$ cat src/rtl/tx_frame_packer.sv
// tx_frame_packer: takes frame bytes from the switch core, pads short frames
// with zeros up to MIN_LEN, truncates long frames at MAX_LEN, appends the
// reflected CRC32 FCS and writes every byte into the TX FIFO. The last FCS
// byte carries the end-of-data flag.
module tx_frame_packer #(
    parameter int MIN_LEN = 60,
    parameter int MAX_LEN = 1514
) (
    input  logic        clk,
    input  logic        arst_n,
    input  logic [7:0]  in_data,
    input  logic        in_valid,
    input  logic        in_last,
    output logic        in_ready,
    output logic [7:0]  fifo_din,
    output logic        fifo_EOD_in,
    output logic        fifo_wren,
    input  logic        fifo_afull,
    output logic [15:0] frame_cnt,
    output logic        err_oversize
);

    typedef enum logic [2:0] {
        S_IDLE = 3'd0,
        S_BODY = 3'd1,
        S_DROP = 3'd2,
        S_PAD  = 3'd3,
        S_FCS  = 3'd4
    } state_t;

    localparam logic [10:0] MIN_L   = 11'(MIN_LEN);
    localparam logic [10:0] MAX_L   = 11'(MAX_LEN);
    localparam logic [10:0] ONE     = 11'd1;
    localparam logic [31:0] CRC_INI = 32'hFFFF_FFFF;

    state_t      r_state, w_state_nx;
    logic [31:0] r_crc, w_crc_nx;
    logic [10:0] r_byte_cnt, w_cnt_nx, w_cnt_inc;
    logic [1:0]  r_idx, w_idx_nx;
    logic [15:0] r_frame_cnt, w_fcnt_nx;
    logic        w_xfer;
    logic        w_wr, w_wr_eod, w_err;
    logic [7:0]  w_wr_data;
    logic [31:0] w_crc_inv;

    // One byte through the reflected CRC32, LSB of the byte shifted in first.
    function automatic logic [31:0] crc_byte(input logic [31:0] c, input logic [7:0] d);
        logic [31:0] r;
        r = c ^ {24'h0, d};
        for (int i = 0; i < 8; i++) begin
            r = r[0] ? ((r >> 1) ^ 32'hEDB8_8320) : (r >> 1);
        end
        return r;
    endfunction

    // Byte counter increment that never exceeds MAX_LEN.
    function automatic logic [10:0] sat_inc(input logic [10:0] c);
        return (c >= MAX_L) ? MAX_L : c + 11'd1;
    endfunction

    assign in_ready  = ((r_state == S_IDLE) || (r_state == S_BODY) || (r_state == S_DROP))
                       && !fifo_afull;
    assign w_xfer    = in_valid & in_ready;
    assign w_cnt_inc = sat_inc(r_byte_cnt);
    assign w_crc_inv = ~r_crc;

    // Next-state, datapath updates and the write decision for this cycle.
    always_comb begin
        w_state_nx = r_state;
        w_crc_nx   = r_crc;
        w_cnt_nx   = r_byte_cnt;
        w_idx_nx   = r_idx;
        w_fcnt_nx  = r_frame_cnt;
        w_wr       = 1'b0;
        w_wr_data  = 8'h00;
        w_wr_eod   = 1'b0;
        w_err      = 1'b0;
        case (r_state)
            S_IDLE: begin
                if (w_xfer) begin
                    w_wr      = 1'b1;
                    w_wr_data = in_data;
                    w_crc_nx  = crc_byte(r_crc, in_data);
                    w_cnt_nx  = ONE;
                    if (in_last)
                        w_state_nx = (ONE >= MIN_L) ? S_FCS : S_PAD;
                    else if (ONE >= MAX_L)
                        w_state_nx = S_DROP;
                    else
                        w_state_nx = S_BODY;
                end
            end
            S_BODY: begin
                if (w_xfer) begin
                    w_wr      = 1'b1;
                    w_wr_data = in_data;
                    w_crc_nx  = crc_byte(r_crc, in_data);
                    w_cnt_nx  = w_cnt_inc;
                    if (in_last)
                        w_state_nx = (w_cnt_inc < MIN_L) ? S_PAD : S_FCS;
                    else if (w_cnt_inc == MAX_L)
                        w_state_nx = S_DROP;
                end
            end
            S_DROP: begin
                if (w_xfer && in_last) begin
                    w_err      = 1'b1;
                    w_state_nx = S_FCS;
                end
            end
            S_PAD: begin
                if (!fifo_afull) begin
                    w_wr     = 1'b1;
                    w_crc_nx = crc_byte(r_crc, 8'h00);
                    w_cnt_nx = w_cnt_inc;
                    if (w_cnt_inc >= MIN_L)
                        w_state_nx = S_FCS;
                end
            end
            S_FCS: begin
                if (!fifo_afull) begin
                    w_wr     = 1'b1;
                    w_idx_nx = r_idx + 2'd1;
                    case (r_idx)
                        2'd0:    w_wr_data = w_crc_inv[7:0];
                        2'd1:    w_wr_data = w_crc_inv[15:8];
                        2'd2:    w_wr_data = w_crc_inv[23:16];
                        default: w_wr_data = w_crc_inv[31:24];
                    endcase
                    if (r_idx == 2'd3) begin
                        w_wr_eod   = 1'b1;
                        w_fcnt_nx  = r_frame_cnt + 16'd1;
                        w_crc_nx   = CRC_INI;
                        w_cnt_nx   = 11'd0;
                        w_idx_nx   = 2'd0;
                        w_state_nx = S_IDLE;
                    end
                end
            end
            default: begin
                w_state_nx = S_IDLE;
                w_crc_nx   = CRC_INI;
                w_cnt_nx   = 11'd0;
                w_idx_nx   = 2'd0;
            end
        endcase
    end

    // State, CRC, counters and the registered FIFO write port.
    always_ff @(posedge clk or negedge arst_n) begin
        if (!arst_n) begin
            r_state      <= S_IDLE;
            r_crc        <= CRC_INI;
            r_byte_cnt   <= 11'd0;
            r_idx        <= 2'd0;
            r_frame_cnt  <= 16'd0;
            fifo_din     <= 8'h00;
            fifo_EOD_in  <= 1'b0;
            fifo_wren    <= 1'b0;
            err_oversize <= 1'b0;
        end else begin
            r_state      <= w_state_nx;
            r_crc        <= w_crc_nx;
            r_byte_cnt   <= w_cnt_nx;
            r_idx        <= w_idx_nx;
            r_frame_cnt  <= w_fcnt_nx;
            fifo_din     <= w_wr_data;
            fifo_EOD_in  <= w_wr_eod;
            fifo_wren    <= w_wr;
            err_oversize <= w_err;
        end
    end

    assign frame_cnt = r_frame_cnt;

endmodule

$ cat config.mk
export PLATFORM = sky130hd
export DESIGN_NAME = tx_frame_packer
export DESIGN_NICKNAME = d
export VERILOG_FILES = /design/src/rtl/tx_frame_packer.sv
export SDC_FILE = /design/constraint.sdc
export NUM_CORES = 1
export LEC_CHECK = 0
export BUFFER_PORTS_ARGS = -buffer_cell sky130_fd_sc_hd__buf_2
export CAP_MARGIN = 20
export CORE_UTILIZATION = 40
export CTS_CLUSTER_DIAMETER = 60
export DETAILED_ROUTE_END_ITERATION = 10
export PLACE_DENSITY = 0.59
export SYNTH_ARGS = -nofsm -noshare
export SYNTH_HDL_FRONTEND = slang
export SYNTH_SLANG_ARGS = --single-unit
$ cat constraint.sdc
create_clock -name clk -period 3.97 [get_ports clk]
set_input_delay 0.794 -clock clk [delete_from_list [all_inputs] [get_ports clk]]
set_output_delay 0.794 -clock clk [all_outputs]
set_load 0.005 [all_outputs]
# Yosys cells after proc, flatten, opt, wreduce, memory -nomap -nowiden
# Index checks and enable logic that the tools add are counted.
# word_totals
reg_bits,75
latchBits,0
output_inout_bits,28
in_bits,13
ramBits,0
word_cells,124
romBits,0
n_memories,0
# classes
mul,0
eq_ne,17
n_addsub,3
n_reduce_logical,15
order_cmp,3
bitwise,22
n_div,0
n_shift,0
mux,55
# ops
cell,count
$mux W32,20
$not A13 Y14,16
$pmux W32 S4,1
$mux W11,6
$pmux W11 S5,1
$not A32 Y32,1
$xor A32 B8 Y32,1
$mux W3,10
$pmux W8 S3,1
$add A16 B1 Y16 const B,1
$mux W8,2
$pmux W8 S2,1
$pmux W3 S5,1
$ne A2 B2 Y1 const B,6
$add A11 B1 Y11 const B,1
$eq A11 B11 Y1 const B,1
$ge A11 B11 Y1 const B,1
$ge A11 B6 Y1 const B,1
$lt A11 B6 Y1 const B,1
$reduce_and A8 Y1,1
$mux W1,7
$eq A3 B2 Y1 const B,2
$mux W2,3
$reduce_and A6 Y1,1
21 further kinds,28

# Depth between registers and ports, before layout
# Gate-level depths: netlist of the first run.
# logic_depth
depth_word,19
depth_mapped,10
depth_no_buf,8

# Worst setup path after synthesis of the first run
# OpenSTA, ideal clock, no wires.
# synth_path
path_type,in2reg
start,input port fifo_afull
end,register r_state[1]
arrival_time_ns,2.375
path_buffers,0
path_slack_ns,1.468
cell_stages,6
t_required_ns,3.843
cell_sequence,nor4b_4 nand4b_2 a41oi_2 a2111oi_4 or2_2 mux2_1
# synth_via
elab_chain_len,6
word_cells_on_any_way,10
classes_between,eq/ne (5); bitwise (1); reduce/logical (4)
# synth_rtl
element,line_no,source
from (decl),18,"input logic fifo_afull,"
$logic_not A1 Y1,n/a,
$logic_and A1 B1 Y1,62,&& !fifo_afull;
$and A1 B1 Y1,63,assign w_xfer = in_valid & in_ready;
$logic_and A1 B1 Y1,106,if (w_xfer && in_last) begin
$ne A2 B1 Y1 (no source line),n/a,
$reduce_and A8 Y1 (no source line) (*),n/a,
to (signal assigned),162,r_state <= w_state_nx;
to (decl),36,"state_t r_state, w_state_nx;"
# Mark *: on every way between the ends. The rest lies on a longest branch, timed or not.
# A chain may end at the register's enable or synchronous reset.

# Worst setup path in the final report of the first run
# layout_path
start,register r_state[1]
end,register r_crc[29]
# layout_via
elab_chain_len,7
word_cells_on_any_way,17
classes_between,eq/ne (8); mux (1); bitwise (2); reduce/logical (6)
# layout_rtl
element,line_no,source
$eq A3 B1 Y1 / $logic_not A3 Y1 (equally long branches),"61, 78",
$logic_or A1 B1 Y1 (2 in a row),61,assign in_ready = ((r_state == S_IDLE) || (r_state == S_BODY) || (r_state == S_DROP))
$logic_and A1 B1 Y1,62,
$and A1 B1 Y1,63,
$ne A2 B1 Y1 (no source line),n/a,
$reduce_and A5 Y1 (no source line),n/a,
to (signal assigned),163,r_crc <= w_crc_nx;
to (decl),37,"logic [31:0] r_crc, w_crc_nx;"
# Several ways; a longest one is shown, not always the timed one.

==> results_dict.tcl, run 1 <==
set metrics [dict create \
    reg2reg_setup_slack_ns 1.26 \
    dp_cells 792 \
    hold_class "flop to flop" \
    reg2reg_to "r_crc[29]$_DFFE_PN1P_" \
    ios 41 \
    routedWlPerCell_um 18.25 \
    layout-drive-gt1-share 0.1978 \
    swShare 0.4425 \
    critPathBufInv 0 \
    path_common_cell "nor2_1" \
    cp-end-kind "flop" \
    startpoint "r_state[1]$_DFFE_PN0P_" \
    vias 4586 \
    critPathTopFamily "simple AND/OR/NAND/NOR gates" \
    htree_levels 3 \
    cts.path.max_buffers 2 \
    ant_nets 0 \
    clk_pin_slew_worst_paths_ns 0.06 \
    hold_buffers 0 \
    finalMaxSlewViolations 0 \
    ir_drop_mv 0.4044 \
    clkSinkCount 75 \
    internal_power_w 0.003202 \
    postSynthAreaPerCell_um2 9.086 \
    dieArea_um2 14350 \
    insertion_delay_ns 0.34 \
    final_nets 647 \
    setup_viol 0 \
    async_reset_ff_frac 1.000 \
    p_seq_frac 0.260 \
    finalNonFillerCells 808 \
    root_buffer "clkbuf_16" \
    gp_congestion 0.8684 \
    row_count 42 \
    path_cells "nor4b_4, and4b_1, nor2_1, o21ai_0, a21oi_1, nor2_1" \
    ys_warn_count 0 \
    power_density_nw_per_um2 934.8 \
    tritoncts.num_buffers 9 \
    dpl-instance-area_um2 5842 \
    syn-instance-count 611 \
    rsz0062_at_grt "false" \
    synth_seq_area_share 0.3453 \
    p_comb_frac 0.593 \
    area_delta_synth_final_pct 10.66 \
    cts_setup_buffers 0 \
    grt-ovfl-total 0 \
    slowest_stage "nor4b_4" \
    whs_endpoint "frame_cnt[15]$_DFFE_PN0P_" \
    grt_max_degree 76 \
    cts_resized 0 \
    antenna_found_initial 0 \
    fin_ws_ns 1.262 \
    drv_cap 0 \
    hpwl_mm 10.09 \
    period_minus_slack_ns 2.708 \
    syn_area_um2 5552 \
    power_switching_w 0.002541 \
    antenna_cells 0 \
    synth-edff-count 0 \
    whs_ns 0.4610 \
    grt_pass1_wl_mm 24.47 \
    initial_utilization 0.4143 \
    r2r_start "r_state[1]$_DFFE_PN0P_" \
    max_freq_ghz 0.3693 \
    startpoint_type "flop" \
    pwr-share-clk 0.147 \
    worstHoldStart "frame_cnt[15]$_DFFE_PN0P_" \
    path_class "flop to flop" \
    setup_tns_ns 0 \
    synth_ff_type "dfrtp_1" \
    path_max_fanout 16 \
    crit_arrival_ns 2.98 \
    fp.dieW_um 119.8 \
    drt-total-wl_mm 14.75 \
    worst_pin_slew_ns 0.9828 \
    hold_viol 0 \
    cts_tree "done" \
    worstPathRequired_ns 4.24 \
    layout_common_cells "xnor2_1 (84), nor2_1 (61), nand2_1 (54), dfrtp_1 (43), buf_2 (39)" \
    viasPerCell 5.676 \
    first_iter_violations 386 \
    drc 0 \
    holdPathStages 1 \
    rr_worst_depth 6 \
    first_pass_iters 4 \
    synth-seq-cells 75 \
    synthDistinctLibCells 72 \
    place_ws_ns 0.9696 \
    portBuffers 40 \
    synthesis.nets 631 \
    p_leak_nw 2.486 \
    max_slew_margin 0.3448 \
    final_common_cell "xnor2_1" \
    grt_pass1_vias 4527 \
    period_share 0.6821 \
    status "complete, no violations" \
    grtUsageTotal 0.2186 \
    max_stage_delay_ns 0.71 \
    clock_skew_ns 0.01024 \
    final_area_um2 6143 \
    core_um2 13400 \
    die_h_um 119.8 \
]
[routing by layer]
layer	vias up	part of all wire	GRT usage	wire length (um)
met5	-	0	0	0
met4	0	0.019	0.07578	278
met2	151	0.46	0.3465	6741
li1	2178	-	-	-
met1	2233	0.47	0.2965	6905
met3	24	0.056	0.04325	824
[stage by stage]
stage | total power [W] | utilization
after floorplan | 0.004231 | -
after detailed placement | 0.004848 | 0.4359
after global routing | 0.006167 | 0.4585
after global placement | 0.004807 | 0.4359
final | 0.005743 | 0.4585
after CTS | 0.005723 | 0.4585
[worst max path at each step]
| stage | cells past startpoint | slack (ns) | to |
|---|---|---|---|
| after CTS | 6 | 1.26 | r_crc[29]$_DFFE_PN1P_ |
| after global placement | 7 | 1.04 | r_crc[13]$_DFFE_PN1P_ |
| after detailed placement | 7 | 0.97 | r_crc[29]$_DFFE_PN1P_ |
| after global routing | 6 | 0.91 | r_crc[3]$_DFFE_PN1P_ |
| final | 6 | 1.26 | r_crc[29]$_DFFE_PN1P_ |
| after floorplan | 6 | 1.47 | r_state[1]$_DFFE_PN0P_ |
[logic make-up after synthesis]
logic type	count (synthesis)	share of synthesized area
AND/OR/NAND/NOR	180	0.1609
AO/OA/AOI/OAI	155	0.1929
XOR/XNOR	131	0.2344
flip-flops	75	0.3453
buffers and inverters	61	0.04665
adder cells (fa/ha/maj)	7	0.01578
multiplexers	2	0.004057
[final cells by class]
class / count / area [um^2]
Clock buffer: 9 / 225.2
Clock inverter: 7 / 76.32
Fill cell: 1273 / 7257
Inverter: 20 / 75.07
Multi-Input combinational cell: 475 / 3382
Sequential cell: 75 / 1917
Tap cell: 176 / 220.2
Timing Repair Buffer: 46 / 247.7
[sequential cells by signal, summed over array words and instances (netlist names)]
register / flops
r_byte_cnt: 11
frame_cnt: 16
fifo_din: 8
err_oversize: 1
r_crc: 32
fifo_wren: 1
r_idx: 2
fifo_EOD_in: 1
r_state: 3
[synth_stat cells, types with 4 or more instances]
library cell / number / area [um^2]
ha_1: 7 / 87.58
a22o_1: 4 / 35.03
dfstp_2: 32 / 840.8
nand4_1: 6 / 37.54
clkbuf_1: 22 / 82.58
nand3_1: 8 / 40.04
xnor2_2: 9 / 146.4
nand2_1: 54 / 202.7
nor2_1: 61 / 229.0
buf_2: 15 / 75.07
xor2_2: 4 / 65.06
o221ai_1: 5 / 43.79
o21ai_0: 30 / 150.1
a21oi_1: 38 / 190.2
a221o_1: 4 / 40.04
o22ai_1: 15 / 93.84
dfrtp_1: 43 / 1076
a31oi_1: 12 / 75.07
xor2_1: 31 / 271.5
o31a_1: 4 / 35.03
nor2b_1: 6 / 37.54
inv_1: 20 / 75.07
o311ai_0: 6 / 52.55
or2_2: 4 / 25.02
nor3_1: 8 / 40.04
or3_1: 4 / 25.02
and3_1: 4 / 25.02
xnor2_1: 84 / 735.7
o211ai_1: 4 / 30.03
[power by group through the flow]
stage | clock network [W] | registers, W | logic, W
2_1_floorplan | 0 | 0.00122 | 0.00301
3_3_place_gp | 0 | 0.00149 | 0.00332
3_5_place_dp | 0 | 0.00149 | 0.00335
4_1_cts | 0.000855 | 0.00148 | 0.00339
5_1_grt | 0.000897 | 0.00152 | 0.00375
6_report | 0.000843 | 0.00149 | 0.00341
No activity file was read; power rests on OpenSTA's default activity.
==> run 2, diff against run 1 <==
==> constraint.sdc (replaced) <==
create_clock -name clk -period 2.8 [get_ports clk]
set_input_delay 0.56 -clock clk [delete_from_list [all_inputs] [get_ports clk]]
set_output_delay 0.56 -clock clk [all_outputs]
set_load 0.005 [all_outputs]
==> run 2 against run 1 <==
Net effect:
- clock skew shrank 0.0026 ns
- register-to-register slack got worse by 1.1 ns
- core utilization grew 0.57 points
- clock power increased by 32%
- critical path type unchanged
- critical endpoint is now r_state[1]$_DFFE_PN0P_
==> results_dict.tcl, run 2 (synthesis results as in run 1) <==
set metrics [dict create \
    dr.max_layer_used "met4" \
    critPathBufInv 1 \
    met1Wirelength_mm 7.148 \
    max_freq_ghz 0.3820 \
    cts_tree "done" \
    power_density_nw_per_um2 1307 \
    startpoint_type "flop" \
    vias 4734 \
    fp.dieW_um 119.8 \
    hold_class "primary input to async pin" \
    cts_setup_buffers 0 \
    path_class "flop to flop" \
    hpwl_mm 10.71 \
    max_slew_margin 0.4138 \
    first_iter_violations 452 \
    viasPerCell 5.766 \
    final_common_cell "xnor2_1" \
    portBuffers 40 \
    clock_skew_ns 0.007592 \
    drt-total-wl_mm 15.54 \
    ant_nets 0 \
    worst_pin_slew_ns 0.8755 \
    hold_buffers 0 \
    grt-ovfl-total 0 \
    p_leak_nw 2.540 \
    crit_arrival_ns 2.90 \
    ir_drop_mv 0.4859 \
    max_stage_delay_ns 0.58 \
    layout-drive-gt1-share 0.2171 \
    cts.path.max_buffers 2 \
    final_nets 660 \
    cts_resized 0 \
    first_pass_iters 5 \
    path_max_fanout 9 \
    cp-end-kind "flop" \
    gp_congestion 0.9297 \
    dp_cells 805 \
    clk_pin_slew_worst_paths_ns 0.07 \
    final_area_um2 6220 \
    die_h_um 119.8 \
    worstPathRequired_ns 3.08 \
    antenna_cells 0 \
    status "complete, no violations" \
    htree_levels 3 \
    core_um2 13400 \
    grt_pass1_vias 4506 \
    row_count 42 \
    path_cells "inv_1, ha_1, o31a_1, o311ai_4, nand2_1, or4_4, a21oi_1, mux2_1" \
    setup_viol 0 \
    routed-wl-met2_mm 7.171 \
    setup_tns_ns 0 \
    rsz0062_at_grt "false" \
    drc 0 \
    period_share 0.9350 \
    grt_max_degree 67 \
    period_minus_slack_ns 2.618 \
    initial_utilization 0.4143 \
    antenna_found_initial 0 \
    tritoncts.num_buffers 9 \
    n_fill_cell 1257 \
    dieArea_um2 14350 \
    root_buffer "clkbuf_16" \
    critPathTopFamily "compound AO/OA/AOI/OAI gates" \
    insertion_delay_ns 0.35 \
    hold_viol 0 \
    area_delta_synth_final_pct 12.04 \
    routedWlPerCell_um 18.93 \
    ios 41 \
    finalNonFillerCells 821 \
    grt_pass1_wl_mm 25.03 \
    slowest_stage "or4_4" \
    clkSinkCount 75 \
    grtUsageTotal 0.2282 \
    largest_reg_flops 32 \
    drv_cap 0 \
    finalMaxSlewViolations 0 \
    top_register "r_crc" \
    wl_met3_um 848 \
    dpl-instance-area_um2 5939 \
    layout_common_cells "xnor2_1 (84), nor2_1 (60), nand2_1 (54), dfrtp_1 (43), buf_2 (39)" \
]
==> run 2: worst reg2reg max path, stage by stage, from the launching register on <==
cell	delay (ns)
dfrtp_1	0.53
inv_1	0.10
ha_1	0.20
o31a_1	0.33
o311ai_4	0.33
nand2_1	0.15
or4_4	0.58
a21oi_1	0.18
mux2_1	0.15
==> run 2: metrics by stage <==
stage               total power [W]    util  setup WS (ns)  hold WS [ns]
finish                     0.008129  0.4641         0.1821        0.3197
global route               0.008705  0.4641        0.03616        0.4021
global placement           0.006836  0.4432         0.3054        0.4536
detailed placement         0.006923  0.4432         0.2222        0.4565
floorplan                  0.006000       -         0.5315        0.2644
CTS                        0.008104  0.4640         0.1983        0.3529
==> run 2: layer usage <==
metal  track usage  vias to the layer above
met1        0.3162                     2320
met2        0.3486                      189
li1              -                     2194
met4        0.1086                        0
met5             0                        -
met3       0.03375                       31
==> run 2: final cells by class <==
cell class,count,area [um^2],area share
Clock buffer,9,225.2,0.03621
Tap cell,176,220.2,0.03541
Sequential cell,75,1917,0.3082
Timing Repair Buffer,59,345.3,0.05552
Clock inverter,7,52.55,0.008449
Multi-Input combinational cell,475,3385,0.5442
Inverter,20,75.07,0.01207
==> run 2: power breakdown <==
group / leakage [nW] / internal [W] / switching (W)
sequential: 0.910 / 0.00155 / 0.000495
combinational: 1.49 / 0.00235 / 0.00263
clock: 0.136 / 0.000606 / 0.000505
total: 2.54 / 0.00450 / 0.00363
==> run 2: path summary, 6_finish.rpt <==
path	start	endpoint	slack (ns)	cells past startpoint
max reg2reg	r_byte_cnt[0]$_DFFE_PN0P_	r_state[1]$_DFFE_PN0P_	0.18	8
min in group clk	frame_cnt[15]$_DFFE_PN0P_	frame_cnt[15]$_DFFE_PN0P_	0.46	1
max	r_byte_cnt[0]$_DFFE_PN0P_	r_state[1]$_DFFE_PN0P_	0.18	8
max in group asynchronous	arst_n	r_crc[31]$_DFFE_PN1P_	1.71	2
min reg2reg	frame_cnt[15]$_DFFE_PN0P_	frame_cnt[15]$_DFFE_PN0P_	0.46	1
min	arst_n	frame_cnt[8]$_DFFE_PN0P_	0.32	1
